<file path="src/rtl/multi_signed.sv">
// Two-stage pipelined signed multiplier. Stage 1 registers the operands and
// stage 2 registers the radix-4 Booth product of those operands.
module multi_signed #(
   parameter int width = 10
) (
   input  logic                 clk,
   input  logic                 rst_n,
   input  logic                 in_valid,
   input  logic [width-1:0]     A,
   input  logic [width-1:0]     B,
   output logic                 out_valid,
   output logic [2*width-1:0]   P
);

   localparam int          PW  = 2 * width;
   localparam int unsigned NPP = (width + 1) / 2;
   localparam int          BW  = 2 * NPP;
   localparam logic [PW-1:0] ONE = {{(PW-1){1'b0}}, 1'b1};

   logic [width-1:0] a_q, a_d;
   logic [width-1:0] b_q, b_d;
   logic             s1_valid_q, s1_valid_d;
   logic             out_valid_q, out_valid_d;
   logic [PW-1:0]    p_q, p_d;
   logic [PW-1:0]    prod;

   // B is sign-extended to an even width so odd widths recode cleanly.
   // -2X is formed as (~X + 1) << 1.
   always_comb begin : booth
      logic [PW-1:0] a_ext;
      logic [PW-1:0] neg_a;
      logic [PW-1:0] pp;
      logic [BW:0]   b_rec;
      a_ext = PW'($signed(a_q));
      neg_a = ~a_ext + ONE;
      b_rec = {BW'($signed(b_q)), 1'b0};
      pp    = '0;
      prod  = '0;
      for (int unsigned i = 0; i < NPP; i++) begin
         case (b_rec[2*i +: 3])
            3'b001, 3'b010: pp = a_ext;
            3'b011:         pp = a_ext << 1;
            3'b100:         pp = neg_a << 1;
            3'b101, 3'b110: pp = neg_a;
            default:        pp = '0;
         endcase
         prod = prod + (pp << (2 * i));
      end
   end

   always_comb begin
      a_d         = a_q;
      b_d         = b_q;
      if (in_valid) begin
         a_d = A;
         b_d = B;
      end
      s1_valid_d  = in_valid;
      out_valid_d = s1_valid_q;
      p_d         = s1_valid_q ? prod : p_q;
   end

   always_ff @(posedge clk or negedge rst_n) begin
      if (!rst_n) begin
         a_q         <= '0;
         b_q         <= '0;
         s1_valid_q  <= 1'b0;
         out_valid_q <= 1'b0;
         p_q         <= '0;
      end else begin
         a_q         <= a_d;
         b_q         <= b_d;
         s1_valid_q  <= s1_valid_d;
         out_valid_q <= out_valid_d;
         p_q         <= p_d;
      end
   end

   assign out_valid = out_valid_q;
   assign P         = p_q;

endmodule

</file>
<file path="config.mk">
export PLATFORM = sky130hd
export DESIGN_NAME = multi_signed
export DESIGN_NICKNAME = d
export VERILOG_FILES = /design/src/rtl/multi_signed.sv
export SDC_FILE = /design/constraint.sdc
export NUM_CORES = 1
export LEC_CHECK = 0
export BUFFER_PORTS_ARGS = -buffer_cell sky130_fd_sc_hd__buf_4
export CAP_MARGIN = 20
export CORE_MARGIN = 1.5
export CORE_UTILIZATION = 45
export DETAILED_ROUTE_END_ITERATION = 10
export SETUP_SLACK_MARGIN = 0.2
export SLEW_MARGIN = 15
export SYNTH_ARGS = -nofsm -noshare
export SYNTH_HDL_FRONTEND = slang
export SYNTH_SLANG_ARGS = --single-unit
</file>
<file path="constraint.sdc">
create_clock -name clk -period 9.8 [get_ports clk]
set_clock_uncertainty 0.1 [all_clocks]
set_input_delay 2.45 -clock clk [delete_from_list [all_inputs] [get_ports clk]]
set_output_delay 2.45 -clock clk [all_outputs]
set_load 0.005 [all_outputs]
</file>
Word-level counts from Yosys, hierarchy flattened
Index checks and enable logic that the tools add are counted.
Widths: inputs -> output; s select.

cells by class
  add/sub/neg operators = 5
  eq/ne operators = 27
  mux-type cells = 5
  bitwise logic cells = 1
  reductions and logical operators = 8

operators with widths
  kind                   count
  $add 20x20->20         4
  $pmux 18 s4            1
  $pmux 16 s4            1
  $pmux 20 s3            1
  $pmux 14 s4            1
  $pmux 12 s4            1
  $eq 3x3->1 const B     12
  $eq 3x2->1 const B     8
  $add 20x1->20 const B  1
  $not 20->20            1
  $reduce_or 2->1        8
  $eq 3x1->1 const B     4
  $eq 2x2->1 const B     2
  $eq 2x1->1 const B     1

word-level totals
  bits in registers = 42
  output and inout bits = 21
  word-level logic and storage cells = 51

Logic depth before layout (Yosys ltp)
Gate-level depths: netlist (run 1).

  word-level depth = 7
  mapped depth = 25
  gate-level depth less buffers = 22

Worst setup path after synthesis (run 1)
No wires, ideal clock.

  path kind = register to register
  start point = register a_q[0]
  end point = register p_q[19] (netlist: P[19])
  arrival = 5.696 ns
  data required time = 9.575 ns
  slack = 3.880 ns
  cell stages (with the launch flop) = 26
  path buffers = 3
  clock period less this slack = 5.920 ns
  path through = dfrtp_1 -> clkbuf_1 -> inv_1 -> ha_1 -> or3b_2 -> clkbuf_1 -> or3_1 -> clkbuf_1 -> xor2_1 -> nand2_1 -> a21oi_1 -> a21oi_1 -> a21oi_1 -> fa_1 -> fa_1 -> inv_1 -> fa_1 -> inv_1 -> ha_1 -> o21ai_0 -> o211ai_1 -> nand4_1 -> a31oi_1 -> nor2_1 -> xor3_1 -> mux2_2

on the way
  cells in the longest elaborated chain, start to end = 7
  elaborated cells on any way between the ends = 11
  those cells by class = add/sub (5); mux (5); bitwise (1)

ends and longest elaborated chain
  element                                     line  text
  start, declared                             20    logic [width-1:0] a_q, a_d;
  start signal, assigned                      65    a_q <= '0;
  start signal, assigned                      71    a_q <= a_d;
  $not 20->20                                 35    neg_a = ~a_ext + ONE;
  $add 20x1->20                               35
  $pmux 18 s4 or $pmux 20 s3 (tied branches)  40    case (b_rec[2*i +: 3])
  $add 20x20->20 (3 in a row)                 47    prod = prod + (pp << (2 * i));
  $add 20x20->20 (*)                          47
  end signal, assigned                        75    p_q <= p_d;
  end, declared                               24    logic [PW-1:0] p_q, p_d;

Every way passes the cells marked *; elsewhere a longest branch is shown, timed or not.
A chain may end at the register's enable or synchronous reset.

Worst setup path in the final report (run 1)
  start point = register a_q[1]
  end point = register p_q[19] (netlist: P[19])

The elaborated chain is that of the path after synthesis.

==> results of run 1 <==
==> registers in the layout (all words and copies together), names as in the netlist <==
register and cells:
P 20, a_q 10, b_q 10, out_valid 1, out_valid_d 1
==> kinds of logic after synthesis <==
family          count (synthesis)  share of synthesized area, %
mux                            30                          6.13
compound gates                228                          25.5
fa+ha+maj                      64                          19.1
flops                          42                          18.2
simple gates                  205                          15.7
xor+xnor                       45                          7.45
buf+inv                       120                          8.04
==> power by group <==
part / switching (W) / total (W) / internal (W)
Sequential: 0.0000531 / 0.000282 / 0.000229
Clock: 0.0000786 / 0.000199 / 0.000121
Combinational: 0.000806 / 0.00151 / 0.000702
==> stage by stage <==
stage	power, W	worst slack [ps]	instance area, µm²	hold slack (ps)
6_report	0.00199	3060	6290	409
5_1_grt	0.00220	2580	6290	434
4_1_cts	0.00200	3080	6290	412
2_1_floorplan	0.00143	3880	5780	265
3_5_place_dp	0.00179	3110	6130	397
3_3_place_gp	0.00177	3260	6130	392
==> worst max-delay path, stage by stage, from the launching register on <==
cell,delay [ps]
dfrtp_1,480
inv_1,190
ha_1,460
or3b_2,550
or3_1,450
xor2_1,370
nand2_1,100
a21oi_1,160
a21oi_1,70
a21oi_1,210
fa_1,460
fa_1,540
inv_1,50
fa_1,520
inv_1,40
ha_1,320
o21ai_0,150
o211ai_1,340
nand4_1,190
a31oi_1,200
nor2_1,60
xor3_1,350
mux2_2,270
==> placed cells by master (no fill, tap or decap), types with 6 or more instances in the layout <==
cell type / count
ha_1: 24
o211ai_1: 6
o22ai_1: 11
fa_1: 40
dfrtp_1: 42
nor3_1: 9
inv_1: 59
a221oi_1: 13
a22oi_1: 17
a21oi_1: 58
xor2_1: 15
and2_1: 9
a31oi_1: 7
buf_4: 50
a211oi_1: 8
nor2b_1: 10
nand2_1: 91
xnor2_1: 27
o21ai_0: 61
nor2_1: 63
a21o_1: 11
mux2_2: 23
==> how the worst min path moves through the flow <==
stage / start / end / slack [ps] / depth (start not counted)
finish: P[4]$_DFFE_PN0P_ / P[4]$_DFFE_PN0P_ / 410 / 1
global route: P[5]$_DFFE_PN0P_ / P[5]$_DFFE_PN0P_ / 430 / 1
CTS: P[4]$_DFFE_PN0P_ / P[4]$_DFFE_PN0P_ / 410 / 1
detailed placement: P[4]$_DFFE_PN0P_ / P[4]$_DFFE_PN0P_ / 400 / 1
global placement: P[8]$_DFFE_PN0P_ / P[8]$_DFFE_PN0P_ / 390 / 1
floorplan: out_valid_d$_DFF_PN0_ / out_valid$_DFF_PN0_ / 260 / 0
==> metal layers <==
layer  track usage, %  vias to the layer above  part of all wire [%]
li1                 -                     2553                     -
met1             41.4                     2702                    43
met2             49.0                      248                    46
met3             5.19                       44                   7.7
met4             13.0                        0                   3.3
met5                0                        -                     0
==> cell type report <==
| type | count | area [µm²] | share of cell area, % |
|---|---|---|---|
| Multi-Input combinational cell | 572 | 4260 | 67.7 |
| Timing Repair Buffer | 50 | 375 | 5.96 |
| Tap cell | 172 | 215 | 3.42 |
| Clock buffer | 6 | 129 | 2.05 |
| Clock inverter | 2 | 37.5 | 0.596 |
| Inverter | 60 | 225 | 3.58 |
| Sequential cell | 42 | 1050 | 16.7 |
==> impl_metrics.yaml, run 1 <==
status:
  status: "finished clean"
cells_and_area:
  area_growth_pct: 8.97
  n_antenna_cell: 0
  fin_nets: 818
  n_fill_cell: 1258
  layout.cells.non_filler: 904
  drive_above_1_share_pct: 12.6
  utilization_pct: 50.1
worst_setup_path:
  worstReg2RegEnd: "P[19]$_DFFE_PN0P_"
  arrival_ps: 6840
  critPathCaptureType: "flip-flop"
  cp.required_ps: 9900
  worstSetupPathType: "reg -> reg"
  crit_start: "a_q[1]$_DFFE_PN0P_"
  rrSetupSlack_ps: 3060
  start_kind: "flip-flop"
  r2r_start: "a_q[1]$_DFFE_PN0P_"
  reg2reg_depth: 22
  endpoint: "P[19]$_DFFE_PN0P_"
  worstPathMaxFanout: 11
timing:
  finalMaxSlewViolations: 0
  tightest_slew_ps: 1040
  period_share_pct: 68.8
  slew_headroom_pct: 30.4
  fmax_mhz: 148
  tns_ps: 0
  hold_viol: 0
  rsz0062_at_grt: "false"
  period_minus_slack_ps: 6740
  finalSetupViolCount: 0
synthesis:
  synth.most_common_cell: "nand2_1"
  yosysTopAreaCellShare_pct: 18.2
  synth_ff_type: "dfrtp_1"
  synth_seq_cells: 42
  ys_top_cells_by_count: "nand2_1, nor2_1, o21ai_0, inv_1, a21oi_1"
  yosys_warnings: 0
  synth_cell_types: 67
  syn_inst: 734
  netlist_area_um2: 5780
  syn_nets: 821
  netlist_top_cells_area: "dfrtp_1, fa_1, nand2_1, o21ai_0, ha_1"
  synth_edf_count: 0
  yosys.area.top_type: "dfrtp_1"
  async_flop_share_pct: 100
  avgSynthCellArea_um2: 7.87
  ys_seq_area_share_pct: 18.2
placement:
  gp_congestion: 0.973
  place_hpwl_mm: 14.5
  portBuffers: 43
  post-place-cells: 896
grt:
  grt_pass1_vias: 5303
  antenna_found_initial: 0
  grt_max_degree: 43
  grt_remaining_overflow: 0
  grt_pass1_wl_mm: 31.0
  grtUsageTotal_pct: 30.8
floorplanning:
  die_h_um: 116
  start_util_pct: 46.0
  core_um2: 12600
  die_x_um: 116
  num_rows: 41
  die_area_um2: 13500
  ioPinCount: 44
clocking:
  cts_resized: 0
  post_cts_buffers: 0
  hold_buffers: 0
  cts_made_buffers: 5
  cts_max_path_buffers: 2
  cts_max_level: 2
  root_buffer: "clkbuf_16"
  clock_latency_ps: 310
  cts_sinks: 42
  clk_pin_slew_ps: 60
  cts_tree: "built"
detailed_routing:
  wl_per_cell_um: 21.5
  wl_mm: 19.4
  via_count: 5547
  first_pass_iters: 8
  vias_per_cell: 6.14
  drt_iter0_drc: 507
  ant_nets: 0
  drcViolationCount: 0
flow_run:
  maxCapViolCount: 0
pwr:
  irDropWorstVdd_mv: 0.410
  power.leakage_nw: 2.84
  p_per_area_nw_per_um2: 316
hold_path:
  min_path_type: "reg -> reg"
Power figures use the tool's default switching activity.
==> run 2, diff against run 1 <==
==> constraint.sdc (replaced) <==
create_clock -name clk -period 6.9 [get_ports clk]
set_clock_uncertainty 0.1 [all_clocks]
set_input_delay 1.725 -clock clk [delete_from_list [all_inputs] [get_ports clk]]
set_output_delay 1.725 -clock clk [all_outputs]
set_load 0.005 [all_outputs]
==> run 2 against run 1 <==
- fmax grew 6.9%
- design area grew 2.4%
- die area is the same
- worst hold slack lost 0.87 ps
- global-route usage shrank 0.58 points
- setup slack lost 2500 ps
- critical path type unchanged
- largest cell class unchanged
==> impl_metrics.yaml, run 2 (synthesis results as in run 1) <==
cells_and_area:
  fin_nets: 837
  drive_above_1_share_pct: 15.0
  n_fill_cell: 1283
  final_cell_mix: "nand2_1, buf_4, nor2_1, o21ai_0, inv_1"
  utilization_pct: 51.3
  final_common_cell: "nand2_1"
  multi_input_area_um2: 4270
  largest_reg_flops: 20
  design_area_um2: 6440
  n_antenna_cell: 0
  area_growth_pct: 11.5
  seq_area_um2: 1050
placement:
  portBuffers: 43
  dpl_cell_area_um2: 6260
  gp_congestion: 0.967
  place_hpwl_mm: 14.7
clocking:
  root_buffer: "clkbuf_16"
  cts_max_path_buffers: 2
  clk_pin_slew_ps: 70
  hold_buffers: 0
  cts_tree: "built"
  cts_sinks: 42
  cts_made_buffers: 5
  clock_latency_ps: 300
  cts_max_level: 2
detailed_routing:
  via_count: 5550
  wl_per_cell_um: 20.9
  ant_nets: 0
  vias_per_cell: 6.01
  drt_iter0_drc: 485
  first_pass_iters: 5
  wl_mm: 19.3
  drcViolationCount: 0
worst_setup_path:
  worstPathMaxFanout: 12
  start_kind: "flip-flop"
  critPathCaptureType: "flip-flop"
  worstReg2RegEnd: "P[19]$_DFFE_PN0P_"
  worstSetupPathType: "reg -> reg"
  reg2reg_depth: 23
  cp.required_ps: 6990
  arrival_ps: 6390
  rrSetupSlack_ps: 600
  r2r_start: "a_q[0]$_DFFE_PN0P_"
floorplanning:
  die_h_um: 116
  ioPinCount: 44
  num_rows: 41
  core_um2: 12600
  start_util_pct: 46.0
  die_x_um: 116
  die_area_um2: 13500
timing:
  tightest_slew_ps: 859
  period_minus_slack_ps: 6300
  slew_headroom_pct: 42.5
  rsz0062_at_grt: "false"
  hold_viol: 0
  finalSetupViolCount: 0
  period_share_pct: 91.3
  holdWs_ps: 408
  tns_ps: 0
  finalMaxSlewViolations: 0
  fmax_mhz: 159
grt:
  grt_pass1_wl_mm: 30.5
  grt_max_degree: 43
  grt_pass1_vias: 5248
  antenna_found_initial: 0
  grt_remaining_overflow: 0
  grtUsageTotal_pct: 30.2
pwr:
  power.share.clock_pct: 9.8
  p_int_w: 0.00152
  p_per_area_nw_per_um2: 443
  irDropWorstVdd_mv: 0.643
  p_sw_w: 0.00133
  p_seq_share_pct: 13.6
  comb_power_share_pct: 76.7
  power_w: 0.00285
  power.leakage_nw: 2.93
  p_sw_share_pct: 46.7
hold_path:
  min_to: "P[3]$_DFFE_PN0P_"
  min_from: "P[3]$_DFFE_PN0P_"
  min_path_type: "reg -> reg"
  hold_depth: 1
flow_run:
  maxCapViolCount: 0
status:
  status: "finished clean"
run 2: worst max-delay path, cell delays in order, from the launching register on:
cell and delay, ps:
dfrtp_1 520, inv_1 180, ha_1 180, or3b_2 510
or3_1 450, xor2_2 300, nand2_1 90, a21oi_1 150
a21oi_1 60, a21oi_1 190, fa_1 470, fa_1 540
inv_1 50, fa_1 520, inv_1 40, ha_1 320
o21ai_0 140, o211ai_1 190, buf_4 150, nand4_1 130
a31oi_1 210, nor2_1 70, xor3_1 350, mux2_2 260
run 2: power groups by stage:
stage / sequential [W] / clock [W] / combinational, W
detailed placement: 0.000391 / 0 / 0.00217
CTS: 0.000387 / 0.000286 / 0.00218
finish: 0.000387 / 0.000279 / 0.00219
global route: 0.000396 / 0.000297 / 0.00248
floorplan: 0.000369 / 0 / 0.00166
global placement: 0.000388 / 0 / 0.00214
run 2: area by class of cell:
class                           count  area share [%]
Timing Repair Buffer               69            8.04
Sequential cell                    42            16.3
Multi-Input combinational cell    572            66.2
Tap cell                          172            3.34
Clock buffer                        5            1.94
Inverter                           60            3.50
Clock inverter                      3           0.621
run 2: metrics by stage:
stage / setup slack (ps) / cells
2_1_floorplan: 980 / 734
3_3_place_gp: 701 / 914
3_5_place_dp: 545 / 914
4_1_cts: 506 / 922
5_1_grt: 241 / 923
6_report: 600 / 923
run 2: how the worst max path moves through the flow:
stage	start	end	slack (ps)	depth (start not counted)
after global routing	a_q[0]$_DFFE_PN0P_	P[19]$_DFFE_PN0P_	240	23
final	a_q[0]$_DFFE_PN0P_	P[19]$_DFFE_PN0P_	600	23
after floorplan	a_q[0]$_DFFE_PN0P_	P[19]$_DFFE_PN0P_	980	25
after CTS	a_q[0]$_DFFE_PN0P_	P[19]$_DFFE_PN0P_	510	22
after detailed placement	a_q[0]$_DFFE_PN0P_	P[19]$_DFFE_PN0P_	550	22
after global placement	a_q[0]$_DFFE_PN0P_	P[19]$_DFFE_PN0P_	700	22
run 2: timing repair:
item / CTS / global route
buffers inserted: 0 / 1
setup endpoints to repair: 0 / 1
resized for setup: 0 / 1
run 2: layer usage:
metal	wire, µm	track usage (%)	part of all wire (%)
met5	0	0	0
met4	656	11.3	3.4
met3	1320	4.41	6.8
met2	8760	47.5	45
met1	8550	42.1	44
